===== src/rtl/mem_port_arbiter.sv =====
// mem_port_arbiter: shares one single-port, registered-read memory between the
// instruction-fetch port and the load/store data port. The data port normally
// wins; a saturating starvation counter forces a fetch grant after
// STARVE_LIMIT consecutive data grants made while a fetch was waiting.
//
// Handshake: a requester raises *_req with its address/data stable and keeps
// it that way until it sees *_gnt high in the same cycle; the access is
// accepted on that clock edge. A read returns *_rvalid for exactly one cycle,
// the cycle after its grant, with *_rdata valid only in that cycle (0
// otherwise). There is no back-pressure on the read return.
module mem_port_arbiter #(
  parameter int AW           = 8,
  parameter int DW           = 32,
  parameter int STARVE_LIMIT = 4   // legal range 1..15
) (
  input  logic          clk,
  input  logic          rst,       // asynchronous, active-low
  // instruction-fetch port (read only)
  input  logic          if_req,
  input  logic [AW-1:0] if_addr,
  output logic          if_gnt,
  output logic          if_rvalid,
  output logic [DW-1:0] if_rdata,
  // load/store data port
  input  logic          d_req,
  input  logic          d_we,
  input  logic [AW-1:0] d_addr,
  input  logic [DW-1:0] d_wdata,
  output logic          d_gnt,
  output logic          d_rvalid,
  output logic [DW-1:0] d_rdata,
  // memory side
  output logic          mem_ce,
  output logic          mem_wre,
  output logic [AW-1:0] mem_ad,
  output logic [DW-1:0] mem_din,
  input  logic [DW-1:0] mem_dout,
  // debug: 1 while the FSM is in RDATA
  output logic          dbg_state
);

  typedef enum logic {
    IDLE  = 1'b0,
    RDATA = 1'b1
  } state_t;

  localparam logic [3:0] LIMIT = 4'(STARVE_LIMIT);

  state_t     state;
  state_t     state_nxt;
  logic       owner;        // 0 = fetch, 1 = data; meaningful in RDATA only
  logic [3:0] starve_cnt;
  logic       fetch_win;
  logic       data_win;

  // Arbitration: only in IDLE and out of reset; fetch wins when data is idle
  // or when the starvation counter has saturated.
  always_comb begin
    fetch_win = 1'b0;
    data_win  = 1'b0;
    if (rst && (state == IDLE)) begin
      fetch_win = if_req && (!d_req || (starve_cnt == LIMIT));
      data_win  = d_req && !fetch_win;
    end
  end

  // State register, read owner and starvation counter.
  always_ff @(posedge clk or negedge rst) begin
    if (!rst) begin
      state      <= IDLE;
      owner      <= 1'b0;
      starve_cnt <= 4'd0;
    end else begin
      state <= state_nxt;
      if (fetch_win) begin
        owner <= 1'b0;
      end else if (data_win && !d_we) begin
        owner <= 1'b1;
      end
      if (!if_req || fetch_win) begin
        starve_cnt <= 4'd0;
      end else if (data_win && (starve_cnt != LIMIT)) begin
        starve_cnt <= starve_cnt + 4'd1;
      end
    end
  end

  // Next state: any read grant moves to RDATA for one cycle; writes stay IDLE.
  always_comb begin
    state_nxt = state;
    case (state)
      IDLE:    if (fetch_win || (data_win && !d_we)) state_nxt = RDATA;
      RDATA:   state_nxt = IDLE;
      default: state_nxt = IDLE;
    endcase
  end

  // Outputs: memory drive from the winner, read data steered to the owner.
  always_comb begin
    if_gnt    = 1'b0;
    d_gnt     = 1'b0;
    mem_ce    = 1'b0;
    mem_wre   = 1'b0;
    mem_ad    = '0;
    mem_din   = '0;
    if_rvalid = 1'b0;
    if_rdata  = '0;
    d_rvalid  = 1'b0;
    d_rdata   = '0;
    if (fetch_win) begin
      if_gnt = 1'b1;
      mem_ce = 1'b1;
      mem_ad = if_addr;
    end else if (data_win) begin
      d_gnt   = 1'b1;
      mem_ce  = 1'b1;
      mem_wre = d_we;
      mem_ad  = d_addr;
      mem_din = d_wdata;
    end
    if (rst && (state == RDATA)) begin
      if (owner) begin
        d_rvalid = 1'b1;
        d_rdata  = mem_dout;
      end else begin
        if_rvalid = 1'b1;
        if_rdata  = mem_dout;
      end
    end
  end

  // Debug view of the FSM.
  always_comb begin
    dbg_state = (state == RDATA);
  end

endmodule

===== config.mk =====
export PLATFORM = sky130hd
export DESIGN_NAME = mem_port_arbiter
export DESIGN_NICKNAME = d
export VERILOG_FILES = /design/src/rtl/mem_port_arbiter.sv
export SDC_FILE = /design/constraint.sdc
export NUM_CORES = 1
export LEC_CHECK = 0
export ABC_AREA = 1
export CORE_AREA = 2 2 76 78
export CTS_CLUSTER_DIAMETER = 100
export DETAILED_ROUTE_END_ITERATION = 10
export DIE_AREA = 0 0 78 80
export GPL_ROUTABILITY_DRIVEN = 0
export PLACE_DENSITY = 0.81
export SYNTH_ARGS = -nofsm -noshare
export SYNTH_HDL_FRONTEND = slang
export SYNTH_SLANG_ARGS = --single-unit

===== constraint.sdc =====
create_clock -name clk -period 4.6 [get_ports clk]
set_clock_uncertainty 0.15 [all_clocks]
set_input_delay 0.69 -clock clk [delete_from_list [all_inputs] [get_ports clk]]
set_output_delay 0.69 -clock clk [all_outputs]
set_load 0.03 [all_outputs]

== Word level (Yosys, flattened, before mapping) ==
Cells that the tools add are included.

* Bits in registers: 6
* Input port bits: 85
* Output and inout port bits: 111

* Add/sub/neg operators: 1
* Eq/ne operators: 2
* Muxes and demuxes: 26
* Bitwise logic cells: 1
* Reductions and logical operators: 15

{| class="wikitable"
|+ Operators with widths
! kind !! number
|-
| 2-to-1 mux 32 bit || 6
|-
| 2-to-1 mux 8 bit || 2
|-
| 2-to-1 mux 1 bit || 15
|-
| 2-to-1 mux 4 bit || 2
|-
| logical AND 1 bit || 6
|-
| adder 4 x 1 -> 4 bit, second input constant || 1
|-
| equality test 4 x 3 -> 1 bit, second input constant || 1
|-
| logical NOT 1 bit || 4
|-
| != test 4 x 3 -> 1 bit, second input constant || 1
|-
| nonzero test 2 bit || 2
|-
| logical OR 1 bit || 3
|-
| case mux 1 bit (2 select lines) || 1
|-
| NOT 1 bit || 1
|}

== Depth between registers and ports, before layout ==
Gate-level depths: netlist of the first run.

* Word-level depth: 10
* Depth in mapped cells: 9

== Worst setup path after synthesis of the first run ==
OpenSTA, ideal clock, no wires.

* Kind: input port to output port
* From: in rst
* To: out d_rdata[21]
* Data arrival time: 2018 ps
* Slack: 1742 ps
* Stages: 5
* Path buffers: 1
* Cells stage by stage: nand2_1 > nor2_1 > inv_1 > clkbuf_1 > nor2_1

* Longest elaborated chain between the ends: 2

{| class="wikitable"
|+ Ends and longest elaborated chain
! what !! RTL line !! source
|-
| from (decl) || 17 || <nowiki>input logic rst,</nowiki>
|-
| logical AND 1 bit || 121 || <nowiki>if (rst && (state == RDATA)) begin</nowiki>
|-
| 2-to-1 mux 32 bit || 121 ||
|-
| to (decl) || 31 || <nowiki>output logic [DW-1:0] d_rdata,</nowiki>
|}

Every way passes these cells.

== Worst setup path in the final report of the first run ==
* From: in rst
* To: out d_rdata[10]

Same word-level chain as after synthesis.

==> results of run 1 <==
-- power breakdown --
group          switching, mW  internal, mW  total, mW  leakage [nW]
Clock                 0.0195        0.0559     0.0754        0.0216
Sequential           0.00203        0.0564     0.0584        0.0804
Combinational          0.129         0.127      0.256          1.49
Total                  0.151         0.239      0.389          1.59
-- layer usage --
metal	GRT usage	wire, um	vias to the layer above
li1	-	-	1058
met1	0.183	2130	843
met2	0.356	3110	91
met3	0.0294	395	8
met4	0.0316	64	0
met5	0	0	-
-- final timing paths --
kind                            slack (ns)       endpoint          start  depth (start not counted)
worst max-delay path                  0.74    d_rdata[10]            rst                          6
worst min-delay path                  0.40          owner          owner                          2
worst max register to register        3.11          owner  starve_cnt[0]                          7
worst min register to register        0.40          owner          owner                          2
max in group asynchronous             3.46      dbg_state            rst                          1
min in group asynchronous             0.59  starve_cnt[3]            rst                          1
-- tightest hold or removal path, stage by stage (launching register included) --
cell	delay [ns]
dfrtp_1	0.37
inv_1	0.07
a21oi_1	0.06
-- cells in the mapped netlist --
cell / number
a21oi_1: 1
buf_2: 5
inv_2: 1
clkbuf_1: 1
ha_1: 2
inv_6: 1
inv_1: 76
xor2_1: 1
nand3_2: 2
nor2_1: 105
nor2_4: 1
nand2_2: 1
nand4_1: 2
nand2_4: 1
buf_6: 4
o21ai_0: 1
nand2_1: 36
a21boi_0: 1
dfrtp_1: 6
nand3_1: 3
-- metrics by stage --
stage | instance area (um^2) | power [mW] | instances | util
2_1_floorplan | 1180 | 0.178 | 251 | -
3_3_place_gp | 3150 | 0.312 | 508 | 0.582
3_5_place_dp | 3150 | 0.315 | 508 | 0.582
4_1_cts | 3190 | 0.393 | 511 | 0.590
5_1_grt | 3190 | 0.413 | 511 | 0.590
6_report | 3190 | 0.389 | 511 | 0.590
-- layout make-up --
type                            count  area, um^2
Tap cell                           72        90.1
Clock buffer                        3        41.3
Timing Repair Buffer              195        1950
Multi-Input combinational cell    157         657
Fill cell                         517        2220
Sequential cell                     6         150
Inverter                           78         298
-- registers in the layout (all words and copies together), names as in the netlist --
| name | count |
|---|---|
| starve_cnt | 4 |
| dbg_state | 1 |
| owner | 1 |
-- cells by family (layout without fill, tap and decap cells) --
| group | Yosys count | count (layout) |
|---|---|---|
| simple gates | 151 | 151 |
| fa+ha+maj | 2 | 2 |
| flops | 6 | 6 |
| compound gates | 3 | 3 |
| buf+inv | 88 | 276 |
| xor+xnor | 1 | 1 |
==> flow_summary.toml, run 1 <==
[power_and_ir_drop]
power.density_nw_per_um2 = 122
peakVddDrop_uv = 163
leakage_nw = 1.59

[worst_setup_path]
path_max_fanout = 32
cp-end-kind = "primary output"
crit_buf_inv = 3
crit_arrival_ns = 3.02
crit_family = "buffers and inverters"
crit_chain = "clkdlybuf4s50_1, nand2_1, nor2_1, inv_1, nor2_1, clkdlybuf4s50_1"
startpoint_type = "primary input"
max_stage_delay_ns = 0.70
slowest_stage = "clkdlybuf4s50_1"
crit_type = "primary input to primary output"
cp.required_ns = 3.76

[floorplanning]
die_h_um = 80
die_area_um2 = 6240
core_area_um2 = 5410
die_w_um = 78
num_rows = 27
start_util = 0.218
io_pins = 196

[logic_synthesis]
synth_fp_nets = 338
synth_cell_types = 20
synth_area_leaders = "nor2_1 (33%), inv_1 (24%), dfrtp_1 (13%)"
synth_adder_area_share = 0.0212
avgSynthCellArea_um2 = 4.70
synth_xor_area_frac = 0.00743
synth_top_area_frac = 0.334
postSynthCellCount = 251
synth_compound_area_frac = 0.0149
synth_top_area_cell = "nor2_1"
ys_seq_area_frac = 0.127
yosys_warnings = 0
ys_ff_latch = 6
synthMuxAreaShare = 0
synth_top_family_by_area = "simple AND/OR/NAND/NOR gates"
syn_area_um2 = 1180
synthSimpleGateAreaFrac = 0.514

[timing]
worstMarginPinSlew_ns = 0.974
finalHoldViolCount = 0
fmax_ghz = 0.259
setup_viol = 0
slew_viol_final = 0
worst_slack_ns = 0.742
grt_setup_unrepaired = "no"
fin_crit_ns = 3.86
whs_ns = 0.396
maxSlewHeadroom = 0.350
setup_tns_ns = 0
fin_crit_sh = 0.839

[clocking]
cts_made_buffers = 3
cts_max_level = 1
cts_sinks = 6
clockBufferDepth = 2
cts_hold_buf = 0
cts_setup_buffers = 0
clk_latency_ns = 0.21
cts.reportedPaths.clkPinSlew_ns = 0.03
cts_tree = "yes"
cts_root_buffer = "clkbuf_8"
ctsResizeCount = 0

[placed_design]
port_buffers = 195
hpwl_um = 4940
place_ws_ns = 0.739

[cells_and_area]
final_common_cell = "clkdlybuf4s50_1"
drive_gt1_frac = 0.0228
num-nets-final = 528
final_cell_mix = "clkdlybuf4s50_1 (195), nor2_1 (105), inv_1 (76), nand2_1 (36), dfrtp_1 (6)"
area_growth_pct = 170
diodes = 0

[global_routing]
grt_pass1_wl_um = 9030
grt_usage = 0.173
antenna_found_initial = 0
grt_max_degree = 35
grt_pass1_vias = 1964
grt-ovfl-total = 0

[run_status]
status = "complete, no violations"

[routing]
wl_per_cell_um = 11.2
dr.pass1.iters = 4
viasPerCell = 3.91
dr.first_iter.drc_count = 56
vias = 2000
wl_um = 5700
drc = 0
detail-route-antenna-nets = 0

[job]
cap_viol_max_count = 0

[min_path]
hold_class = "register to register"
Note: power is estimated with default switching activity, not from simulation.
==> inputs of run 2 (changes only) <==
--- a/config.mk
+++ b/config.mk
@@ -6,12 +6,12 @@
 export NUM_CORES = 1
 export LEC_CHECK = 0
 export ABC_AREA = 1
-export CORE_AREA = 2 2 76 78
+export CORE_AREA = 2 2 77 79
 export CTS_CLUSTER_DIAMETER = 100
 export DETAILED_ROUTE_END_ITERATION = 10
-export DIE_AREA = 0 0 78 80
+export DIE_AREA = 0 0 79 81
 export GPL_ROUTABILITY_DRIVEN = 0
-export PLACE_DENSITY = 0.81
+export PLACE_DENSITY = 0.8
 export SYNTH_ARGS = -nofsm -noshare
 export SYNTH_HDL_FRONTEND = slang
 export SYNTH_SLANG_ARGS = --single-unit
==> constraint.sdc (replaced) <==
create_clock -name clk -period 3.9 [get_ports clk]
set_clock_uncertainty 0.15 [all_clocks]
set_input_delay 0.585 -clock clk [delete_from_list [all_inputs] [get_ports clk]]
set_output_delay 0.585 -clock clk [all_outputs]
set_load 0.03 [all_outputs]
==> run 2 against run 1 <==
Net effect:
- final area rose by 0.35%
- register-to-register slack got worse by 0.71 ns
- setup slack got worse by 0.32 ns
- clock-buffer cell count did not move
- hold slack got worse by 0.00078 ns
- first-iteration DRC count fell by 14%
- sequential share of layout area barely moved
- combinational power rose by 18%
- non-clock buffer count rose by 1
- core utilization fell by 2.6 points
- routed wire length fell by 3.9%
- critical path type unchanged
- largest cell class unchanged
==> flow_summary.toml, run 2 (synthesis results as in run 1) <==
[run_status]
status = "complete, no violations"

[routing]
wl_per_cell_um = 10.6
wl_um = 5470
drc = 0
dr.first_iter.drc_count = 48
detail-route-antenna-nets = 0
dr.pass1.iters = 4
viasPerCell = 3.88
vias = 1999

[floorplanning]
core_area_um2 = 5680
num_rows = 28
start_util = 0.208
io_pins = 196
die_w_um = 79
die_h_um = 81
die_area_um2 = 6400

[cells_and_area]
largest_reg_flops = 4
final_common_cell = "clkdlybuf4s50_1"
area_growth_pct = 171
fin_cells = 515
diodes = 0
final_cell_mix = "clkdlybuf4s50_1 (195), nor2_1 (105), inv_1 (76), nand2_1 (36), dfrtp_1 (6)"
num-nets-final = 529
drive_gt1_frac = 0.0250
top_register = "starve_cnt"
fillers = 537

[timing]
fmax_ghz = 0.288
setup_viol = 0
grt_setup_unrepaired = "no"
maxSlewHeadroom = 0.375
finalHoldViolCount = 0
fin_crit_ns = 3.48
whs_ns = 0.395
fin_crit_sh = 0.892
worstMarginPinSlew_ns = 0.937
setup_tns_ns = 0
slew_viol_final = 0

[worst_setup_path]
slowest_stage = "clkdlybuf4s50_1"
crit_chain = "clkdlybuf4s50_1, nand2_1, nor2_1, inv_1, nor2_1, clkdlybuf4s50_1"
cp-end-kind = "primary output"
startpoint_type = "primary input"
path_max_fanout = 32
cp.required_ns = 3.16
crit_type = "primary input to primary output"
ff2ff_path_depth = 7
crit_arrival_ns = 2.74
max_stage_delay_ns = 0.70

[global_routing]
grt_pass1_wl_um = 8210
antenna_found_initial = 0
grt_usage = 0.157
grt_max_degree = 35
grt_pass1_vias = 1743
grt-ovfl-total = 0

[power_and_ir_drop]
swShare = 0.395
seqPwrFrac = 0.148
comb_power_share = 0.645
peakVddDrop_uv = 179
leakage_nw = 1.60
p_int_uw = 283
power.density_nw_per_um2 = 146
p_sw_uw = 185
power_frac_clock = 0.207
finalPower_uw = 468

[placed_design]
port_buffers = 195
placedCellCount = 512
hpwl_um = 4620

[clocking]
cts_setup_buffers = 0
cts_made_buffers = 3
cts_hold_buf = 0
cts_max_level = 1
cts.reportedPaths.clkPinSlew_ns = 0.04
ctsResizeCount = 0
cts_root_buffer = "clkbuf_8"
clk_latency_ns = 0.23
cts_tree = "yes"
cts_sinks = 6
clockBufferDepth = 2

[job]
cap_viol_max_count = 0

[min_path]
hold_depth = 2
hold_class = "register to register"
run 2: cell type report:
| cell class | instances | area, um^2 | share of cell area |
|---|---|---|---|
| multi-input cells | 157 | 657 | 0.205 |
| inverters | 78 | 298 | 0.0931 |
| well taps | 75 | 93.8 | 0.0293 |
| flip-flops and latches | 6 | 150 | 0.0469 |
| clock buffers | 3 | 41.3 | 0.0129 |
| repair buffers | 196 | 1960 | 0.612 |
run 2: worst max-delay path, delay by kind of cell:
kind,cells,cell delay [ns]
simple gates,3,0.47
buf+inv,3,1.67
run 2: worst paths after layout:
check | startpoint | end | slack [ns]
worst max-delay path | rst | if_rdata[26] | 0.42
max in group asynchronous | rst | starve_cnt[3] | 2.86
worst min register to register | starve_cnt[1] | starve_cnt[1] | 0.39
min in group asynchronous | rst | owner | 0.42
worst max register to register | starve_cnt[0] | owner | 2.40
worst min-delay path | starve_cnt[1] | starve_cnt[1] | 0.39
run 2: power by group through the flow:
| stage | logic, mW | registers (mW) | clock network (mW) |
|---|---|---|---|
| finish | 0.302 | 0.0693 | 0.0967 |
| global placement | 0.299 | 0.0697 | 0 |
| global route | 0.324 | 0.0699 | 0.102 |
| floorplan | 0.139 | 0.0708 | 0 |
| CTS | 0.303 | 0.0692 | 0.101 |
| detailed placement | 0.302 | 0.0700 | 0 |
run 2: layer usage:
layer / global-route usage / share of wire
met5: 0 / 0
met4: 0.0414 / 0.011
met3: 0.0378 / 0.090
met2: 0.303 / 0.52
met1: 0.169 / 0.38
run 2: stage by stage:
stage	setup WS (ns)	cell area (um^2)	utilization
2_1_floorplan	1.25	1180	-
3_3_place_gp	0.458	3160	0.556
3_5_place_dp	0.409	3160	0.556
4_1_cts	0.410	3200	0.564
5_1_grt	0.183	3200	0.564
6_report	0.423	3200	0.564
==> inputs of run 3 (changes only) <==
--- a/config.mk
+++ b/config.mk
@@ -6,6 +6,7 @@
 export NUM_CORES = 1
 export LEC_CHECK = 0
 export ABC_AREA = 1
+export CAP_MARGIN = 10
 export CORE_AREA = 2 2 77 79
 export CTS_CLUSTER_DIAMETER = 100
 export DETAILED_ROUTE_END_ITERATION = 10
==> results of run 3 <==
The final DEF is identical to that of run 2; final timing and power are the same.
